`src/rtl/wire_pipe_array.sv`:
```
// -----------------------------------------------------------------------------
// wire_pipe_array
//
// Carries CHANNELS lanes of WIDTH bits through DEPTH elastic register stages
// that share one valid/ready handshake. Lanes can be masked per beat, and the
// number of occupied stages is reported on a registered occupancy output.
//
// Ports
//   clk        in   1               rising-edge clock
//   rst        in   1               synchronous, active-high reset
//   in_valid   in   1               producer offers a beat
//   in_ready   out  1               a beat is accepted this cycle if in_valid=1
//   in_data    in   CHANNELS*WIDTH  lane-packed input; lane 0 in the LSBs
//   chan_en    in   CHANNELS        per-lane enable, captured with the beat
//   out_valid  out  1               out_data holds a valid beat
//   out_ready  in   1               consumer takes the beat this cycle
//   out_data   out  CHANNELS*WIDTH  lane-packed output
//   occupancy  out  $clog2(DEPTH+1) number of valid stages (0..DEPTH)
// -----------------------------------------------------------------------------
module wire_pipe_array #(
  parameter int CHANNELS = 4,
  parameter int WIDTH    = 16,
  parameter int DEPTH    = 3
) (
  input  logic                          clk,
  input  logic                          rst,
  input  logic                          in_valid,
  output logic                          in_ready,
  input  logic [CHANNELS*WIDTH-1:0]     in_data,
  input  logic [CHANNELS-1:0]           chan_en,
  output logic                          out_valid,
  input  logic                          out_ready,
  output logic [CHANNELS*WIDTH-1:0]     out_data,
  output logic [$clog2(DEPTH+1)-1:0]    occupancy
);

  localparam int CW    = CHANNELS * WIDTH;
  localparam int OCC_W = $clog2(DEPTH + 1);

  logic [DEPTH-1:0] vld_q;
  logic [DEPTH-1:0] vld_d;
  logic [CW-1:0]    dat_q [DEPTH];
  logic [CW-1:0]    dat_d [DEPTH];
  logic [DEPTH-1:0] load;
  logic [CW-1:0]    masked;
  logic [OCC_W-1:0] occ_q;
  logic [OCC_W-1:0] occ_d;
  logic             accept;
  logic             emit;

  // Lane masking: a disabled lane is captured as zero, so the mask travels
  // with the beat and later chan_en changes cannot touch it.
  for (genvar gi = 0; gi < CHANNELS; gi++) begin : g_lane
    assign masked[gi*WIDTH +: WIDTH] = chan_en[gi] ? in_data[gi*WIDTH +: WIDTH] : '0;
  end

  // Load conditions, resolved from the output end backwards. A stage can
  // load when it is empty or when whatever is ahead of it can take its
  // contents this cycle. This makes in_ready combinational from out_ready,
  // which is what lets a full pipe accept and emit in the same cycle.
  always_comb begin
    logic ahead;
    ahead = out_ready;
    load  = '0;
    for (int k = DEPTH - 1; k >= 0; k--) begin
      load[k] = !vld_q[k] || ahead;
      ahead   = load[k];
    end
  end

  assign in_ready = !rst && load[0];
  assign accept   = in_valid && in_ready;
  assign emit     = vld_q[DEPTH-1] && out_ready;

  // Per-stage next state. Stage 0 is fed from the input port, every other
  // stage from the stage behind it. Data only moves when the source holds a
  // valid beat, so empty stages keep their last contents.
  for (genvar gi = 0; gi < DEPTH; gi++) begin : g_stage
    logic          src_vld;
    logic [CW-1:0] src_dat;
    if (gi == 0) begin : g_head
      assign src_vld = accept;
      assign src_dat = masked;
    end else begin : g_body
      assign src_vld = vld_q[gi-1];
      assign src_dat = dat_q[gi-1];
    end
    assign vld_d[gi] = load[gi] ? src_vld : vld_q[gi];
    assign dat_d[gi] = (load[gi] && src_vld) ? src_dat : dat_q[gi];
  end

  // Occupancy tracks the handshakes directly rather than counting bits.
  always_comb begin
    occ_d = occ_q;
    case ({accept, emit})
      2'b10:   occ_d = occ_q + OCC_W'(1);
      2'b01:   occ_d = occ_q - OCC_W'(1);
      default: occ_d = occ_q;
    endcase
  end

  always_ff @(posedge clk) begin
    if (rst) begin
      vld_q <= '0;
      occ_q <= '0;
      for (int k = 0; k < DEPTH; k++) begin
        dat_q[k] <= '0;
      end
    end else begin
      vld_q <= vld_d;
      occ_q <= occ_d;
      for (int k = 0; k < DEPTH; k++) begin
        dat_q[k] <= dat_d[k];
      end
    end
  end

  assign out_valid = vld_q[DEPTH-1];
  assign out_data  = dat_q[DEPTH-1];
  assign occupancy = occ_q;

endmodule

```
`config.mk`:
```
export PLATFORM = sky130hd
export DESIGN_NAME = wire_pipe_array
export DESIGN_NICKNAME = d
export VERILOG_FILES = /design/src/rtl/wire_pipe_array.sv
export SDC_FILE = /design/constraint.sdc
export NUM_CORES = 1
export LEC_CHECK = 0
export ABC_AREA = 1
export BUFFER_PORTS_ARGS = -buffer_cell sky130_fd_sc_hd__buf_2
export CAP_MARGIN = 40
export CORE_MARGIN = 2
export CORE_UTILIZATION = 45
export DETAILED_ROUTE_END_ITERATION = 7
export GPL_TIMING_DRIVEN = 1
export PLACE_DENSITY = 0.66
export SLEW_MARGIN = 0
export SYNTH_ARGS = -nofsm -noshare
export SYNTH_HDL_FRONTEND = slang
export SYNTH_SLANG_ARGS = --single-unit
export TNS_END_PERCENT = 10
```
`constraint.sdc`:
```
create_clock -name clk -period 2.05 [get_ports clk]
set_clock_uncertainty 0.15 [all_clocks]
set_input_delay 0.1025 -clock clk [delete_from_list [all_inputs] [get_ports clk]]
set_output_delay 0.1025 -clock clk [all_outputs]
set_load 0.02 [all_outputs]
```
==> results of run 1 <==
sequential cells by signal, summed over array words and instances (netlist names):
name       count
dat_q        192
occupancy      2
vld_q          3
power by group through the flow:
stage               combinational, mW  sequential [mW]  clock (mW)
floorplan                       0.590             4.16           0
CTS                             0.895             4.09        3.54
detailed placement              0.756             4.18           0
finish                          0.892             4.09        3.47
global placement                0.747             4.18           0
global route                     1.02             4.12        3.68
area by class of cell:
cell class / instances / area (µm²)
tap: 225 / 282
multi-input combinational: 669 / 2870
clock inverter: 15 / 193
clock buffer: 17 / 425
inverter: 78 / 298
fill: 1630 / 7400
sequential: 197 / 3940
timing repair buffer: 247 / 1830
final timing paths:
kind                                    from            to  slack (ns)  cells past startpoint
worst max-delay path               out_ready      vld_q[2]        0.22                      8
worst min-delay path              chan_en[2]  dat_q[0][39]        0.02                      5
worst max register to register      vld_q[2]      vld_q[2]        0.23                      5
worst min register to register  dat_q[0][61]  dat_q[0][61]        0.32                      2
cell families (layout without fill, tap and decap cells):
family                   count (synthesis)  in the layout
buffers and inverters                  216            357
adder cells (fa/ha/maj)                  1              1
flip-flops                             197            197
XOR/XNOR                                 1              1
AO/OA/AOI/OAI                          159            159
AND/OR/NAND/NOR                        508            508
synth_stat cells:
cell type    n
nand2_1    144
xor2_1       1
buf_1        2
nor2_1     302
inv_2        3
o21ai_1     20
inv_1       75
nor3b_1      1
nand4_1     30
nand3_2      1
o21ai_0    136
nand4_2      1
nand3_1     29
clkbuf_2     4
a21oi_1      3
buf_4       66
dfxtp_1    197
clkbuf_1    27
buf_2       39
ha_1         1
worst max-delay path, stage by stage:
cell and delay [ns]:
dlygate4sd3_1 0.53, buf_2 0.13, inv_1 0.09, nand2_1 0.09, nand2_2 0.19, buf_12 0.21, a21oi_1 0.08, dlygate4sd3_1 0.55
per-layer routing:
layer  vias up  track usage  wire length (µm)
li1       3578            -                 -
met1      2984        0.245              7890
met2       139        0.329              8360
met3        28       0.0359               794
met4         0       0.0833               408
met5         -            0                 0
stage by stage:
stage          setup slack [ns]  utilization  std cells  hold WS (ns)
2_1_floorplan            0.0921            -       1082        0.0216
4_1_cts                   0.195        0.571       1448        0.0125
3_3_place_gp              0.472        0.480       1321         0.207
6_report                  0.218        0.571       1448        0.0223
3_5_place_dp              0.445        0.480       1321         0.207
5_1_grt                  0.0764        0.571       1448        0.0518
repair_timing:
| action | in CTS | in global routing |
|---|---|---|
| hold endpoints to repair | 68 | 0 |
| resized for setup | 0 | 0 |
| hold buffers | 95 | 0 |
==> results.txt, run 1 <==
mux contribution to synthesized area -> 0
Die X -> 137 µm
grt total ovfl -> 0
Final setup violation count -> 0
Sw Pwr -> 2.10 mW
CTS sink cnt -> 197
cells after synthesis -> 1082
XOR/XNOR Fraction of Synth Area -> 0.00111
Final Slew Violations -> 0
Max Clk Rate -> 546 MHz
placed cell area -> 8270 µm²
Max IR drop VDD -> 0.562 mV
Seq pwr share -> 0.484
Clock transition at path regs -> 0.08 ns
# DRC -> 0
drt pass-1 iters -> 4
H-tree depth -> 4
Antenna Nets Post-Route -> 0
Clock Power Share -> 0.411
#FFs+latches synth -> 197
cell-internal power -> 6.36 mW
first-pass GRT wire length -> 29000 µm
status -> complete, no violations
unrepaired setup endpoints after global routing -> no
Final Cycle Share -> 0.894
Synth Area in Compound Gates -> 0.101
n_diodes -> 0
leak pwr -> 4.44 nW
Final Cell Area -> 9840 µm²
Global Route Usage Sum -> 0.195
Synth Area in Simple Gates -> 0.258
TNS Setup -> 0 ns
synth top area cells -> dfxtp_1, nor2_1, o21ai_0, nand2_1, buf_4
Avg Cell Area, Syn -> 7.31 µm²
post-route minimum period -> 1.83 ns
Final Hold Viols -> 0
Post-Synth Adder-Cell Area -> 0.00158
number of global-route vias before repair -> 6214
Clock Path Buffers -> 2
Unique masters post-synth -> 20
fin nets -> 1283
Num CTS Buffers -> 17
Core Footprint -> 17200 µm²
initial antenna violation count -> 0
post-synthesis sequential area ratio -> 0.499
PortBufs -> 139
Initial Utilization -> 0.459
post-synth top area share -> 0.499
WP data required -> 2.21 ns
Least-Margin Pin Slew -> 0.446 ns
Logic pwr share -> 0.106
die area -> 18700 µm²
share of layout cells above drive strength 1 -> 0.156
Setup Buffers After CTS -> 0
largest family of logic cells by synthesized area -> simple AND/OR/NAND/NOR gates
mapped cell area -> 7910 µm²
max-cap violation count -> 0
num rows -> 48
Ys Warns -> 0
vias per cell -> 4.65
Arr. time, crit path -> 1.99 ns
switching part of the total -> 0.248
TritonCTS clock tree -> yes
Crit Path Class -> in2reg
GPL Wtd Cong -> 0.766
PwrDens -> 860 nW/µm²
via count -> 6729
largest net degree at the start of global routing -> 118
DRT Wirelength -> 17400 µm
synthesized net count -> 1155
most frequent cells in the layout -> nor2_1, dfxtp_1, nand2_1, buf_2, o21ai_0
area delta synth->final -> 24.4%
Startpoint Class -> input port
most common cell after layout, fill and taps aside -> nor2_1
Ports -> 140
Root Buffer -> clkbuf_16
DRT iter0 DRCs -> 518
Setup crit end kind -> register
HPWL Detailed -> 10000 µm
Slew headroom -> 0.703
die height -> 137 µm
clk_lat worst skew -> 0.43 ns
Design Power -> 8.46 mW
leading area contributor after synthesis -> dfxtp_1
DR WL/cell -> 12.1 µm
min-delay worst type -> in2reg
crit path max fanout -> 28
No activity file was read; power rests on OpenSTA's default activity.
==> run 2, diff against run 1 <==
--- a/config.mk
+++ b/config.mk
@@ -5,7 +5,6 @@
 export SDC_FILE = /design/constraint.sdc
 export NUM_CORES = 1
 export LEC_CHECK = 0
-export ABC_AREA = 1
 export BUFFER_PORTS_ARGS = -buffer_cell sky130_fd_sc_hd__buf_2
 export CAP_MARGIN = 40
 export CORE_MARGIN = 2
==> run 2 against run 1 <==
- hold slack better by 0.11 ns
- first-iteration DRC count down 50%
- design area up 5.7%
- largest power group unchanged
==> results.txt, run 2 <==
Startpoint Class -> register
Slew headroom -> 0.523
post-route minimum period -> 1.93 ns
switching part of the total -> 0.230
Antenna Nets Post-Route -> 0
top-count cell post-synth -> dfxtp_1
Arr. time, crit path -> 2.14 ns
Clock Power Share -> 0.415
first-pass GRT wire length -> 30900 µm
status -> complete, no violations
Global Route Usage Sum -> 0.196
grt total ovfl -> 0
Sw Pwr -> 1.84 mW
Slowest cell on crit path -> a311o_2
max-cap violation count -> 0
Root Buffer -> clkbuf_16
Ports -> 140
min-delay worst type -> in2reg
TNS Setup -> 0 ns
die area -> 19300 µm²
cells after synthesis -> 867
Primary FF master, synth -> dfxtp_1
Unique masters post-synth -> 26
Crit Path Class -> reg2reg
reg-to-reg slack, setup -> 0.12 ns
Ys Warns -> 0
Post-synth top cells -> dfxtp_1, nand2b_1, mux2i_1, a21oi_1, buf_4
Async SR Flop Fraction -> 0
TritonCTS clock tree -> yes
Post-synth EDFFs -> 0
share of layout cells above drive strength 1 -> 0.182
largest net degree at the start of global routing -> 199
number of global-route vias before repair -> 6294
Setup Buffers After CTS -> 0
Final WS setup -> 0.118 ns
Reg-to-Reg Start -> vld_q[2]
post-synthesis sequential area ratio -> 0.481
area delta synth->final -> 26.9%
WP data required -> 2.26 ns
Final setup violation count -> 0
clk_lat worst skew -> 0.43 ns
worst hold slack -> 0.135 ns
Avg Cell Area, Syn -> 9.45 µm²
Hold Path Depth -> 5
CTS sink cnt -> 197
leading area contributor after synthesis -> dfxtp_1
post-synth top area share -> 0.481
CP Cell Sequence -> nor2b_4 -> a311o_2 -> ha_1 -> or3_1 -> a21oi_1
drt pass-1 iters -> 4
DRT Wirelength -> 18500 µm
#FFs+latches synth -> 197
PwrDens -> 771 nW/µm²
HPWL Detailed -> 10100 µm
Max Clk Rate -> 518 MHz
Setup crit end kind -> register
# DRC -> 0
Final Hold Viols -> 0
Die X -> 139 µm
cell-internal power -> 6.18 mW
GPL Wtd Cong -> 0.695
Reg2Reg Depth -> 5
unrepaired setup endpoints after global routing -> no
leak pwr -> 4.39 nW
reg2reg end -> occupancy[1]
Most flops, register -> dat_q
Least-Margin Pin Slew -> 0.715 ns
DR WL/cell -> 14.5 µm
post-place setup slack -> 0.130 ns
die height -> 139 µm
Clock transition at path regs -> 0.07 ns
via count -> 6308
DRT iter0 DRCs -> 257
most common cell after layout, fill and taps aside -> dfxtp_1
Logic pwr share -> 0.091
post-CTS sizing -> 0
synth top area cells -> dfxtp_1, mux2i_1, nand2b_1, buf_4, a21oi_1
max incr delay on CP -> 0.42 ns
mapped cell area -> 8190 µm²
Hold Crit Endpoint -> dat_q[0][185]
Num CTS Buffers -> 17
H-tree depth -> 4
Seq pwr share -> 0.494
Final Cycle Share -> 0.942
most frequent cells in the layout -> dfxtp_1, buf_2, dlygate4sd3_1, nand2b_1, mux2i_1
Design Power -> 8.02 mW
num rows -> 49
Hold Startpoint -> out_ready
fin nets -> 1102
initial antenna violation count -> 0
PortBufs -> 139
Max IR drop VDD -> 0.627 mV
Final Slew Violations -> 0
max reg flops -> 192
Initial Utilization -> 0.458
Clock Path Buffers -> 2
vias per cell -> 4.96
Core Footprint -> 17900 µm²
n_diodes -> 0
synthesized net count -> 940
crit path max fanout -> 4
## run 2: cell types whose count changed after synthesis, moves of 74 or more
cell,before,now
mux2i_1,0,128
o21ai_0,136,51
inv_1,75,1
nand2b_1,0,129
nand2_1,144,64
nor2_1,302,2
## run 2: layer usage
layer	GRT usage	part of all wire	wire length (µm)
met1	0.251	0.47	8710
met2	0.336	0.48	8900
met3	0.0369	0.030	546
met4	0.0638	0.017	311
met5	0	0	0
## run 2: worst max-delay path by stage
stage	endpoint	depth (start not counted)	start	slack, ns
5_1_grt	occupancy[1]	6	vld_q[2]	0.04
4_1_cts	occupancy[1]	5	vld_q[2]	0.11
3_3_place_gp	occupancy[1]	5	vld_q[2]	0.16
2_1_floorplan	occupancy[1]	6	vld_q[2]	0.02
3_5_place_dp	occupancy[1]	5	vld_q[2]	0.13
6_report	occupancy[1]	5	vld_q[2]	0.12
## run 2: cell type report
class,count,area (µm²)
clock buffers,20,457
multi-input cells,531,3430
fillers,1569,7500
clock inverters,12,129
flip-flops and latches,197,3950
inverters,2,7.51
well taps,229,287
repair buffers,280,2140
## run 2: through the flow
step                instance area [µm²]  instances  utilization
floorplan                          8200        867            -
global placement                   8520       1110        0.476
detailed placement                 8520       1110        0.476
CTS                               10400       1271        0.581
global route                      10400       1271        0.581
finish                            10400       1271        0.581
## run 2: kinds of logic after synthesis
family	share of synthesized area
and+or+nand+nor	0.172
DFF	0.481
buffers and inverters	0.102
AOI/OAI and AO/OA	0.0852
muxes	0.156
xor gates and xnor gates	0.00214
adders and majority gates	0.00153
## run 2: power groups by stage
stage               logic [mW]  clock network [mW]  registers, mW
finish                   0.732                3.33           3.96
global route             0.796                3.56           3.97
CTS                      0.733                3.40           3.96
detailed placement       0.546                   0           4.05
global placement         0.543                   0           4.04
floorplan                0.377                   0           4.04
## run 2: what timing repair did
action / 4_1_cts / 5_1_grt
hold buffers: 129 / 0
hold endpoints to repair: 65 / 0
endpoints found under the setup margin: 0 / 0
## run 2: worst max-delay path: cells and delay by family, from the launching register on
kind,cells,cell delay [ns]
compound gates,2,0.56
flops,1,0.34
fa+ha+maj,1,0.34
simple gates,2,0.48
==> run 3, diff against run 2 <==
--- a/config.mk
+++ b/config.mk
@@ -5,7 +5,8 @@
 export SDC_FILE = /design/constraint.sdc
 export NUM_CORES = 1
 export LEC_CHECK = 0
-export BUFFER_PORTS_ARGS = -buffer_cell sky130_fd_sc_hd__buf_2
+export ABC_CLOCK_PERIOD_IN_PS = 2050
+export BUFFER_PORTS_ARGS = -buffer_cell sky130_fd_sc_hd__buf_4
 export CAP_MARGIN = 40
 export CORE_MARGIN = 2
 export CORE_UTILIZATION = 45
==> run 3 against run 2 <==
- register-to-register slack is essentially flat
- highest routed layer unchanged
- routed wire length grew 1.5%
- critical path type unchanged
- via count grew 0.90%
- clock-buffer cell count grew 1
- largest power group unchanged
==> results.txt, run 3 (synthesis results as in run 2) <==
status -> complete, no violations
Root Buffer -> clkbuf_16
Design Power -> 7.91 mW
Startpoint Class -> register
CTS sink cnt -> 197
DRT iter0 DRCs -> 383
Reg2Reg Depth -> 5
initial antenna violation count -> 0
post-place setup slack -> 0.136 ns
FF/Latch Area -> 3950 µm²
PortBufs -> 139
Core Footprint -> 17900 µm²
critical path startpoint -> vld_q[2]
Die X -> 139 µm
number of global-route vias before repair -> 6207
Max Clk Rate -> 518 MHz
Reg-to-Reg Start -> vld_q[2]
Max IR drop VDD -> 0.592 mV
Least-Margin Pin Slew -> 0.887 ns
Setup Buffers After CTS -> 0
WP data required -> 2.24 ns
Clock Path Buffers -> 2
post-route minimum period -> 1.93 ns
first-pass GRT wire length -> 31100 µm
die height -> 139 µm
DRT Wirelength -> 18700 µm
n_diodes -> 0
area delta synth->final -> 30.5%
PwrDens -> 740 nW/µm²
most frequent cells in the layout -> dfxtp_1, buf_4, dlygate4sd3_1, nand2b_1, mux2i_1
HPWL Detailed -> 10100 µm
reg-to-reg slack, setup -> 0.12 ns
Final setup violation count -> 0
GPL Wtd Cong -> 0.720
Final Slew Violations -> 0
max reg flops -> 192
Final Hold Viols -> 0
Ports -> 140
max-cap violation count -> 0
share of layout cells above drive strength 1 -> 0.180
TNS Setup -> 0 ns
Arr. time, crit path -> 2.12 ns
Antenna Nets Post-Route -> 0
Num CTS Buffers -> 17
num rows -> 49
Crit Path Class -> reg2reg
drt pass-1 iters -> 5
Clock transition at path regs -> 0.07 ns
unrepaired setup endpoints after global routing -> no
fin nets -> 1101
leak pwr -> 4.42 nW
Final Cycle Share -> 0.943
Most flops, register -> dat_q
Slew headroom -> 0.408
die area -> 19300 µm²
Initial Utilization -> 0.458
area of the multi-input gates -> 3430 µm²
Filler Cell Count -> 1562
clk_lat worst skew -> 0.43 ns
Setup crit end kind -> register
post-CTS sizing -> 0
end of the critical path -> occupancy[1]
grt total ovfl -> 0
TritonCTS clock tree -> yes
Final WS setup -> 0.118 ns
DR WL/cell -> 14.8 µm
vias per cell -> 5.01
crit path max fanout -> 4
reg2reg end -> occupancy[1]
# DRC -> 0
Post-CTS Hold Fix Bufs -> 129
most common cell after layout, fill and taps aside -> dfxtp_1
largest net degree at the start of global routing -> 199
Global Route Usage Sum -> 0.197
H-tree depth -> 4
fin util -> 0.597
min-delay worst type -> in2reg
via count -> 6365
## run 3: changes by cell type in the layout (fill, tap and decap cells not counted)
cell / previous run / this run
buf_12: 5 / 4
buf_2: 138 / 0
buf_4: 8 / 146
bufinv_16: 2 / 1
clkbuf_1: 1 / 3
clkbuf_8: 2 / 1
clkinv_2: 4 / 3
clkinv_4: 2 / 1
clkinvlp_4: 3 / 4
inv_6: 1 / 2
## run 3: worst min path at each step
| stage | start | to | slack [ns] | depth (start not counted) |
|---|---|---|---|---|
| after floorplan | in_data[0] | dat_q[0][0] | 0.10 | 2 |
| after global placement | in_data[0] | dat_q[0][0] | 0.22 | 3 |
| after detailed placement | in_data[14] | dat_q[0][14] | 0.22 | 3 |
| after CTS | out_ready | occupancy[0] | 0.08 | 5 |
| after global routing | out_ready | occupancy[0] | 0.13 | 5 |
| final | rst | vld_q[0] | 0.08 | 3 |
## run 3: per-layer routing
layer / GRT usage / share of wire
met5: 0 / 0
met4: 0.0542 / 0.0089
met3: 0.0404 / 0.041
met1: 0.259 / 0.47
met2: 0.329 / 0.48
## run 3: layout make-up
cell class                 count  share of cell area
timing repair buffer         279               0.231
sequential                   197               0.369
clock inverter                11             0.00948
multi-input combinational    531               0.321
clock buffer                  21              0.0421
tap                          229              0.0268
inverter                       2            0.000702
## run 3: worst max-delay path: stages, from the launching register on
cell and delay (ns):
dfxtp_2 0.34, nor2b_4 0.12, a311o_2 0.41, ha_1 0.34, or3_1 0.35, a21oi_1 0.14
## run 3: stage by stage
step	area (µm²)	cells	hold slack, ns
2_1_floorplan	8200	867	0.100
3_3_place_gp	8850	1109	0.215
3_5_place_dp	8850	1109	0.217
4_1_cts	10700	1270	0.0787
5_1_grt	10700	1270	0.130
6_report	10700	1270	0.0764
## run 3: power breakdown
part / total, mW / internal [mW] / switching [mW]
Clock: 3.17 / 1.71 / 1.46
Combinational: 0.778 / 0.432 / 0.346
Sequential: 3.96 / 3.92 / 0.0357
